## src/rtl/encode_sched_pkg.sv

```systemverilog
// rtl/encode_sched_pkg.sv - shared types and constants for the encode scheduler
package encode_sched_pkg;

    localparam int N_REQ = 2;
    localparam int REQ0  = 0;
    localparam int REQ1  = 1;

    typedef enum logic [2:0] {
        ST_IDLE,
        ST_LOAD,
        ST_START,
        ST_WAIT,
        ST_READ
    } state_e;

endpackage

```

## src/rtl/rr_arb2.sv

```systemverilog
// rtl/rr_arb2.sv - two-input round-robin arbiter; favours the requester not served last
module rr_arb2
    import encode_sched_pkg::*;
(
    input  logic [N_REQ-1:0] req_i,
    input  logic             last_i,
    output logic [N_REQ-1:0] gnt_o
);

    always_comb begin
        gnt_o = req_i;
        if (req_i == 2'b11) begin
            gnt_o = last_i ? 2'b01 : 2'b10;
        end
    end

endmodule

```

## src/rtl/encode_sched.sv

```systemverilog
// rtl/encode_sched.sv - shares one encode_wrapper between two requesters
// Optional WAIT watchdog enabled by defining ENC_SCHED_TIMEOUT_EN.
module encode_sched
    import encode_sched_pkg::*;
#(
    parameter int RP_D_SIZE   = 13,
    parameter int RP_DEPTH    = 10,
    parameter int OUT_D_SIZE  = 8,
    parameter int OUT_DEPTH   = 11,
    parameter int TIMEOUT_CYC = 65535
) (
    input  logic                        clk,
    input  logic                        rst_n,
    input  logic [N_REQ-1:0]            req,
    input  logic [N_REQ-1:0]            req_mode,
    input  logic [N_REQ-1:0]            ld_done,
    input  logic [N_REQ-1:0]            rel,
    input  logic [N_REQ-1:0]            rq_we,
    input  logic [N_REQ*RP_DEPTH-1:0]   rq_aw,
    input  logic [N_REQ*RP_D_SIZE-1:0]  rq_dw,
    input  logic [N_REQ*OUT_DEPTH-1:0]  rq_ar,
    output logic [N_REQ-1:0]            gnt,
    output logic [N_REQ-1:0]            rdy,
    output logic [OUT_D_SIZE-1:0]       cd_dr_o,
    output logic                        busy,
    output logic                        err,
    output logic                        enc_start,
    output logic                        enc_mode,
    input  logic                        enc_done,
    output logic                        rp_we,
    output logic [RP_DEPTH-1:0]         rp_aw,
    output logic [RP_D_SIZE-1:0]        rp_dw,
    output logic [OUT_DEPTH-1:0]        cd_ar,
    input  logic [OUT_D_SIZE-1:0]       cd_dr
);

    state_e           state_q, state_d;
    logic [N_REQ-1:0] gnt_q, gnt_d, arb_gnt;
    logic             mode_q, mode_d;
    logic             ptr_q, ptr_d;
    logic             owner;
    logic             timeout;

    assign owner = gnt_q[REQ1];

    rr_arb2 u_arb (
        .req_i  (req),
        .last_i (ptr_q),
        .gnt_o  (arb_gnt)
    );

`ifdef ENC_SCHED_TIMEOUT_EN
    localparam int CNT_W = $clog2(TIMEOUT_CYC + 1);
    logic [CNT_W-1:0] wcnt_q, wcnt_d;

    // Counts WAIT cycles; sits at zero in every other state so it restarts on entry.
    assign wcnt_d  = (state_q == ST_WAIT) ? wcnt_q + CNT_W'(1) : '0;
    assign timeout = (state_q == ST_WAIT) && !enc_done && (wcnt_q == CNT_W'(TIMEOUT_CYC));

    always_ff @(posedge clk) begin
        if (!rst_n) begin
            wcnt_q <= '0;
        end else begin
            wcnt_q <= wcnt_d;
        end
    end
`else
    logic unused_timeout_cyc;
    assign unused_timeout_cyc = ^TIMEOUT_CYC;
    assign timeout            = 1'b0;
`endif

    always_ff @(posedge clk) begin
        if (!rst_n) begin
            state_q <= ST_IDLE;
            gnt_q   <= '0;
            mode_q  <= 1'b0;
            ptr_q   <= 1'b1;
        end else begin
            state_q <= state_d;
            gnt_q   <= gnt_d;
            mode_q  <= mode_d;
            ptr_q   <= ptr_d;
        end
    end

    always_comb begin
        state_d = state_q;
        gnt_d   = gnt_q;
        mode_d  = mode_q;
        ptr_d   = ptr_q;
        unique case (state_q)
            ST_IDLE: begin
                gnt_d  = '0;
                mode_d = 1'b0;
                if (|req) begin
                    gnt_d   = arb_gnt;
                    mode_d  = req_mode[arb_gnt[REQ1]];
                    state_d = ST_LOAD;
                end
            end
            ST_LOAD: begin
                // Dropping the request beats a same-cycle ld_done: no start is issued.
                if (!req[owner]) begin
                    gnt_d   = '0;
                    mode_d  = 1'b0;
                    state_d = ST_IDLE;
                end else if (ld_done[owner]) begin
                    state_d = ST_START;
                end
            end
            ST_START: state_d = ST_WAIT;
            ST_WAIT: begin
                if (enc_done) begin
                    state_d = ST_READ;
                end else if (timeout) begin
                    gnt_d   = '0;
                    mode_d  = 1'b0;
                    ptr_d   = owner;
                    state_d = ST_IDLE;
                end
            end
            ST_READ: begin
                if (rel[owner]) begin
                    gnt_d   = '0;
                    mode_d  = 1'b0;
                    ptr_d   = owner;
                    state_d = ST_IDLE;
                end
            end
            default: state_d = ST_IDLE;
        endcase
    end

    always_comb begin
        gnt       = gnt_q;
        enc_mode  = mode_q;
        busy      = (state_q != ST_IDLE);
        enc_start = (state_q == ST_START);
        err       = timeout;
        rdy       = '0;
        rp_we     = 1'b0;
        rp_aw     = '0;
        rp_dw     = '0;
        cd_ar     = '0;
        if (state_q == ST_LOAD) begin
            rp_we = rq_we[owner];
            rp_aw = owner ? rq_aw[REQ1*RP_DEPTH +: RP_DEPTH]   : rq_aw[REQ0*RP_DEPTH +: RP_DEPTH];
            rp_dw = owner ? rq_dw[REQ1*RP_D_SIZE +: RP_D_SIZE] : rq_dw[REQ0*RP_D_SIZE +: RP_D_SIZE];
        end
        if (state_q == ST_READ) begin
            rdy   = gnt_q;
            cd_ar = owner ? rq_ar[REQ1*OUT_DEPTH +: OUT_DEPTH] : rq_ar[REQ0*OUT_DEPTH +: OUT_DEPTH];
        end
    end

    assign cd_dr_o = cd_dr;

endmodule

```

## config.mk

```make
export PLATFORM = sky130hd
export DESIGN_NAME = encode_sched
export DESIGN_NICKNAME = d
export VERILOG_FILES = /design/src/rtl/encode_sched_pkg.sv /design/src/rtl/rr_arb2.sv /design/src/rtl/encode_sched.sv
export SDC_FILE = /design/constraint.sdc
export NUM_CORES = 1
export LEC_CHECK = 0
export BUFFER_PORTS_ARGS = -buffer_cell sky130_fd_sc_hd__buf_2
export CAP_MARGIN = 30
export CORE_MARGIN = 2
export CORE_UTILIZATION = 35
export CTS_CLUSTER_SIZE = 20
export DETAILED_ROUTE_END_ITERATION = 7
export GPL_TIMING_DRIVEN = 0
export PLACE_DENSITY = 0.87
export SLEW_MARGIN = 20
export SYNTH_ARGS = -nofsm -noshare
export SYNTH_HDL_FRONTEND = slang
export SYNTH_SLANG_ARGS = --single-unit
export TNS_END_PERCENT = 30
```

## constraint.sdc

```tcl
create_clock -name clk -period 2.3 [get_ports clk]
set_input_delay 0.345 -clock clk [delete_from_list [all_inputs] [get_ports clk]]
set_output_delay 0.345 -clock clk [all_outputs]
set_load 0.01 [all_outputs]
```

; Word-level counts from Yosys, hierarchy flattened
; Index checks and enable logic that the tools add are counted.
[classes]
n_lt_le_gt_ge = 2
n_eq_ne = 10
muxes = 34
n_reduce_logical = 7
[ops]
columns = operator, n
row1 = $mux 13, 2
row2 = $mux 11, 2
row3 = $mux 10, 2
row4 = $mux 3, 5
row5 = $pmux 3 s5, 1
row6 = $mux 1, 14
row7 = $mux 2, 6
row8 = $ne 2x2->1 const B, 4
row9 = $eq 3x2->1 const B, 2
row10 = $pmux 2 s3, 1
row11 = $reduce_bool 3->1, 2
row12 = $lt 1x2->1 const B, 2
row13 = $reduce_and 4->1, 1
row14 = $eq 3x1->1 const B, 1
row15 = $eq 3x3->1 const B, 1
row16 = $logic_not 3->1, 1
row17 = $ne 3x3->1 const B, 1
row18 = $pmux 1 s3, 1
row19 = $reduce_and 3->1, 1
row20 = $eq 2x2->1 const B, 1
row21 = $reduce_and 2->1, 1
row22 = $reduce_or 2->1, 1
[word_totals]
reg_bits = 7
inputBits = 89
output_inout_bits = 51
elab_cells = 57

; Logic depth before layout (Yosys ltp)
[logic_depth]
word_depth = 6
depth_mapped = 5
mapped_depth_nobuf = 4

; Modules after synthesis
; From an unflattened synthesis, not the netlist that was laid out.
[unflattened]
cells_unflattened = 148
area_unflattened_um2 = 1057.3
[modules_own_cells]
columns = module, n_inst, cells_per_inst, area_each_um2, seq_area_each_um2
row1 = encode_sched, 1, 145, 1038.5, 140.1
row2 = rr_arb2, 1, 3, 18.8, 0.0

; Worst setup path before layout
; No wires, ideal clock.
[synth_timing]
path_kind = register -> output
from = register gnt_q[1], in the netlist gnt[1]
to = output port rp_aw[0]
t_arrival_ns = 1.257
t_required_ns = 1.955
path_slack_ns = 0.698
path_stages_with_launch = 6
path_buffers = 3
path_cell_list = dfxtp_1 > buf_2 > buf_2 > buf_4 > mux2i_1 > nor2_1
[synth_between]
elab_chain_len = 2
[synth_lines]
columns = element, line_no
row1 = "start, declared", encode_sched.sv:38  ; logic [N_REQ-1:0] gnt_q, gnt_d, arb_gnt;
row2 = "start signal, assigned", encode_sched.sv:81  ; gnt_q <= gnt_d;
row3 = $mux 10, encode_sched.sv:148  ; rp_aw = owner ? rq_aw[REQ1*RP_DEPTH +: RP_DEPTH] : rq_aw[REQ0*RP_DEPTH +: RP_DEPTH];
row4 = $mux 10, encode_sched.sv:146  ; if (state_q == ST_LOAD) begin
row5 = "end, declared", encode_sched.sv:31  ; output logic [RP_DEPTH-1:0] rp_aw,
; Every way passes these cells.

; Worst setup path in the final report
; Same ends and word-level chain as after synthesis.

==> reports/metrics.yaml <==
setup_path:
  arrival_ns: 1.75
  crit_family: "buffers and inverters"
  end_kind: "output port"
  path_max_fanout: 10
  worstPathCellList: "buf_2, buf_2, buf_4, mux2i_1, nor2_1, buf_2"
  start_kind: "flip-flop"
  crit_type: "reg2out"
  crit_slowest_cell: "dfxtp_1"
  critical_path_buf_inv_count: 4
  worstPathRequired_ns: 1.96
  cp_slowest_stage_delay_ns: 0.32
  cpMostUsedCell: "buf_2"
power:
  cellLeakagePower_nw: 0.9913
  peakVddDrop_mv: 0.2649
  seq_power_share_pct: 22.7
  p_int_uw: 380.3
  switching_share_pct: 37.41
  combPwrFrac_pct: 58.6
  pwr-share-clk_pct: 18.8
  fin_total_pwr_uw: 607.5
  p_switching_uw: 227.2
  powerDensity_nw_per_um2: 336.0
synth:
  synthesis.instances: 145
  synth_area_per_cell_um2: 7.516
  synth-async-reset-ratio_pct: 0
  synth-edff-count: 0
  yosysWarnings: 0
  ys_types: 29
  synth_compound_area_share_pct: 9.414
  yosys_register_bits: 7
  synth_xor_area_share_pct: 0.8037
  synthSimpleGateAreaFrac_pct: 26.52
  muxShareOfSynthArea_pct: 38.23
  ys_seq_area_share_pct: 12.86
  synthAdderAreaFrac_pct: 0
  synthFlopType: "dfxtp_1"
  syn_area_um2: 1090
  synth_top_family_by_area: "multiplexers"
  synth_nets: 234
drt:
  first_iter_violations: 29
  ant_nets: 0
  drc: 0
  vias_per_cell: 4.750
  firstDrtPassIters: 4
  vias: 1482
  routed_wl_mm: 3.509
  wire_per_inst_um: 11.25
sta:
  period_share_pct: 91.06
  slew_violations: 0
  skew_ns: 0.0004221
  tns_ns: 0
  max_freq_mhz: 477.5
  finalSetupViolCount: 0
  rsz0062_at_grt: "no"
  period_needed_ns: 2.094
  final-hold-violation-count: 0
clock_tree:
  htree_num_levels: 1
  cts.repair.resized: 0
  clk_latency_ns: 0.25
  cts_tree: "done"
  cts_hold_buffers: 0
  cts.sinks: 7
  cts_buffers: 3
  clk_pin_slew_ns: 0.05
  clockRootBuffer: "clkbuf_4"
  cts_setup_buffers: 0
  clockBufferDepth: 2
placement:
  portBuffers: 130
  gp_congestion: 0.7768
  hpwl_mm: 2.999
  placed_cell_area_um2: 1782
floorplan:
  start_util_pct: 36.29
  die_w_um: 59.80
  top_level_ports: 140
  die_area_um2: 3576
  die_h_um: 59.80
  rows: 20
  coreArea_um2: 3003
finish:
  nets: 369
  n_antenna_cell: 0
  final_layout_size_suffix_gt1_share_pct: 56.99
  stdcell_area_um2: 1808
  syn2layout_area_growth_pct: 65.90
grt:
  grt_use_total_pct: 17.57
  gr-total-overflow: 0
  grt_max_degree: 11
  grt_pass1_vias: 1218
  grt_pass1_wl_mm: 5.002
  antenna_found_initial: 0
hold_path:
  hp-class: "in2reg"
outcome:
  status: "complete, no violations"
run:
  cap_violations: 0
[power groups by stage]
stage / clock network, mW / logic [mW] / registers (mW)
finish: 0.114 / 0.356 / 0.138
global route: 0.129 / 0.392 / 0.139
CTS: 0.119 / 0.360 / 0.137
detailed placement: 0 / 0.358 / 0.140
global placement: 0 / 0.352 / 0.140
floorplan: 0 / 0.209 / 0.142
[cells in the final DEF, fill, tap and decap left out]
master	instances
a211oi_2	1
a21boi_2	1
a21oi_1	5
a31o_1	1
a32oi_1	1
and2_1	2
buf_2	137
buf_4	11
clkbuf_1	4
clkbuf_4	3
conb_1	1
dfxtp_1	7
mux2_2	1
mux2_4	1
mux2i_1	39
nand2_1	7
nand2b_1	2
nand3b_1	1
nor2_1	39
nor2b_1	1
nor3b_1	1
nor3b_2	2
nor4_1	1
o21ai_0	3
o31ai_4	1
or2_1	1
or3_1	2
or3_4	1
or3b_1	1
xnor2_1	1
[cells by family (layout without fill, tap and decap cells)]
family / Yosys count / in the layout
other cells: 1 / 1
buf+inv: 21 / 155
simple gates: 61 / 61
compound gates: 13 / 13
mux: 41 / 41
xor+xnor: 1 / 1
flops: 7 / 7
[cell usage after synthesis (2+ instances only)]
library cell / number / area share [%]
mux2i_1: 39 / 36
nand2_1: 7 / 2.4
or3_1: 2 / 1.1
nor2_1: 39 / 13
dfxtp_1: 7 / 13
clkbuf_1: 3 / 1.0
a21oi_1: 5 / 2.3
buf_2: 7 / 3.2
nor3b_2: 2 / 2.3
o21ai_0: 3 / 1.4
buf_4: 11 / 7.6
and2_1: 2 / 1.1
nand2b_1: 2 / 1.1
[worst register-to-register path, delay by kind of cell, from the launching register on]
family / cells / cell delay, ns
AO/OA/AOI/OAI: 2 / 0.38
AND/OR/NAND/NOR: 1 / 0.13
multiplexers: 1 / 0.33
flip-flops: 1 / 0.32
buffers and inverters: 1 / 0.18
[layer usage]
layer | vias up | GRT usage (%) | routed length (µm)
met5 | - | 0 | 0
met1 | 649 | 19.61 | 1344
met4 | 0 | 4.444 | 14
met2 | 78 | 33.54 | 1810
li1 | 753 | - | -
met3 | 2 | 3.247 | 338
[state kept, by name, indices dropped and copies added (netlist names)]
name	count
ptr_q	1
gnt	2
enc_mode	1
state_q	3
[per-stage QoR]
| stage | hold WS, ns | setup WS [ns] | std cells | utilization [%] |
|---|---|---|---|---|
| after floorplan | 0.4212 | 0.6978 | 145 | - |
| after CTS | 0.3628 | 0.1578 | 312 | 60.21 |
| after detailed placement | 0.4523 | 0.4444 | 308 | 59.33 |
| after global routing | 0.3614 | 0.06675 | 312 | 60.21 |
| after global placement | 0.4462 | 0.4640 | 308 | 59.33 |
| final | 0.3785 | 0.2057 | 312 | 60.21 |
[path summary, 6_finish.rpt]
path	startpoint	slack, ns	to	cells after the start
max	gnt[1]$_SDFFE_PN0P_	0.21	rp_aw[0]	6
min	rst_n	0.38	ptr_q$_SDFFE_PN1P_	2
min reg2reg	enc_mode$_SDFFE_PN0P_	0.45	enc_mode$_SDFFE_PN0P_	2
max reg2reg	gnt[1]$_SDFFE_PN0P_	0.86	gnt[1]$_SDFFE_PN0P_	5
[cell type report]
class / count / area (µm²)
timing repair buffer: 130 / 650.6
clock buffer: 4 / 26.28
buffer: 21 / 128.9
fill: 284 / 1195
multi-input combinational: 117 / 820.8
sequential: 7 / 140.1
tap: 33 / 41.29
(Power assumes the default switching activity.)
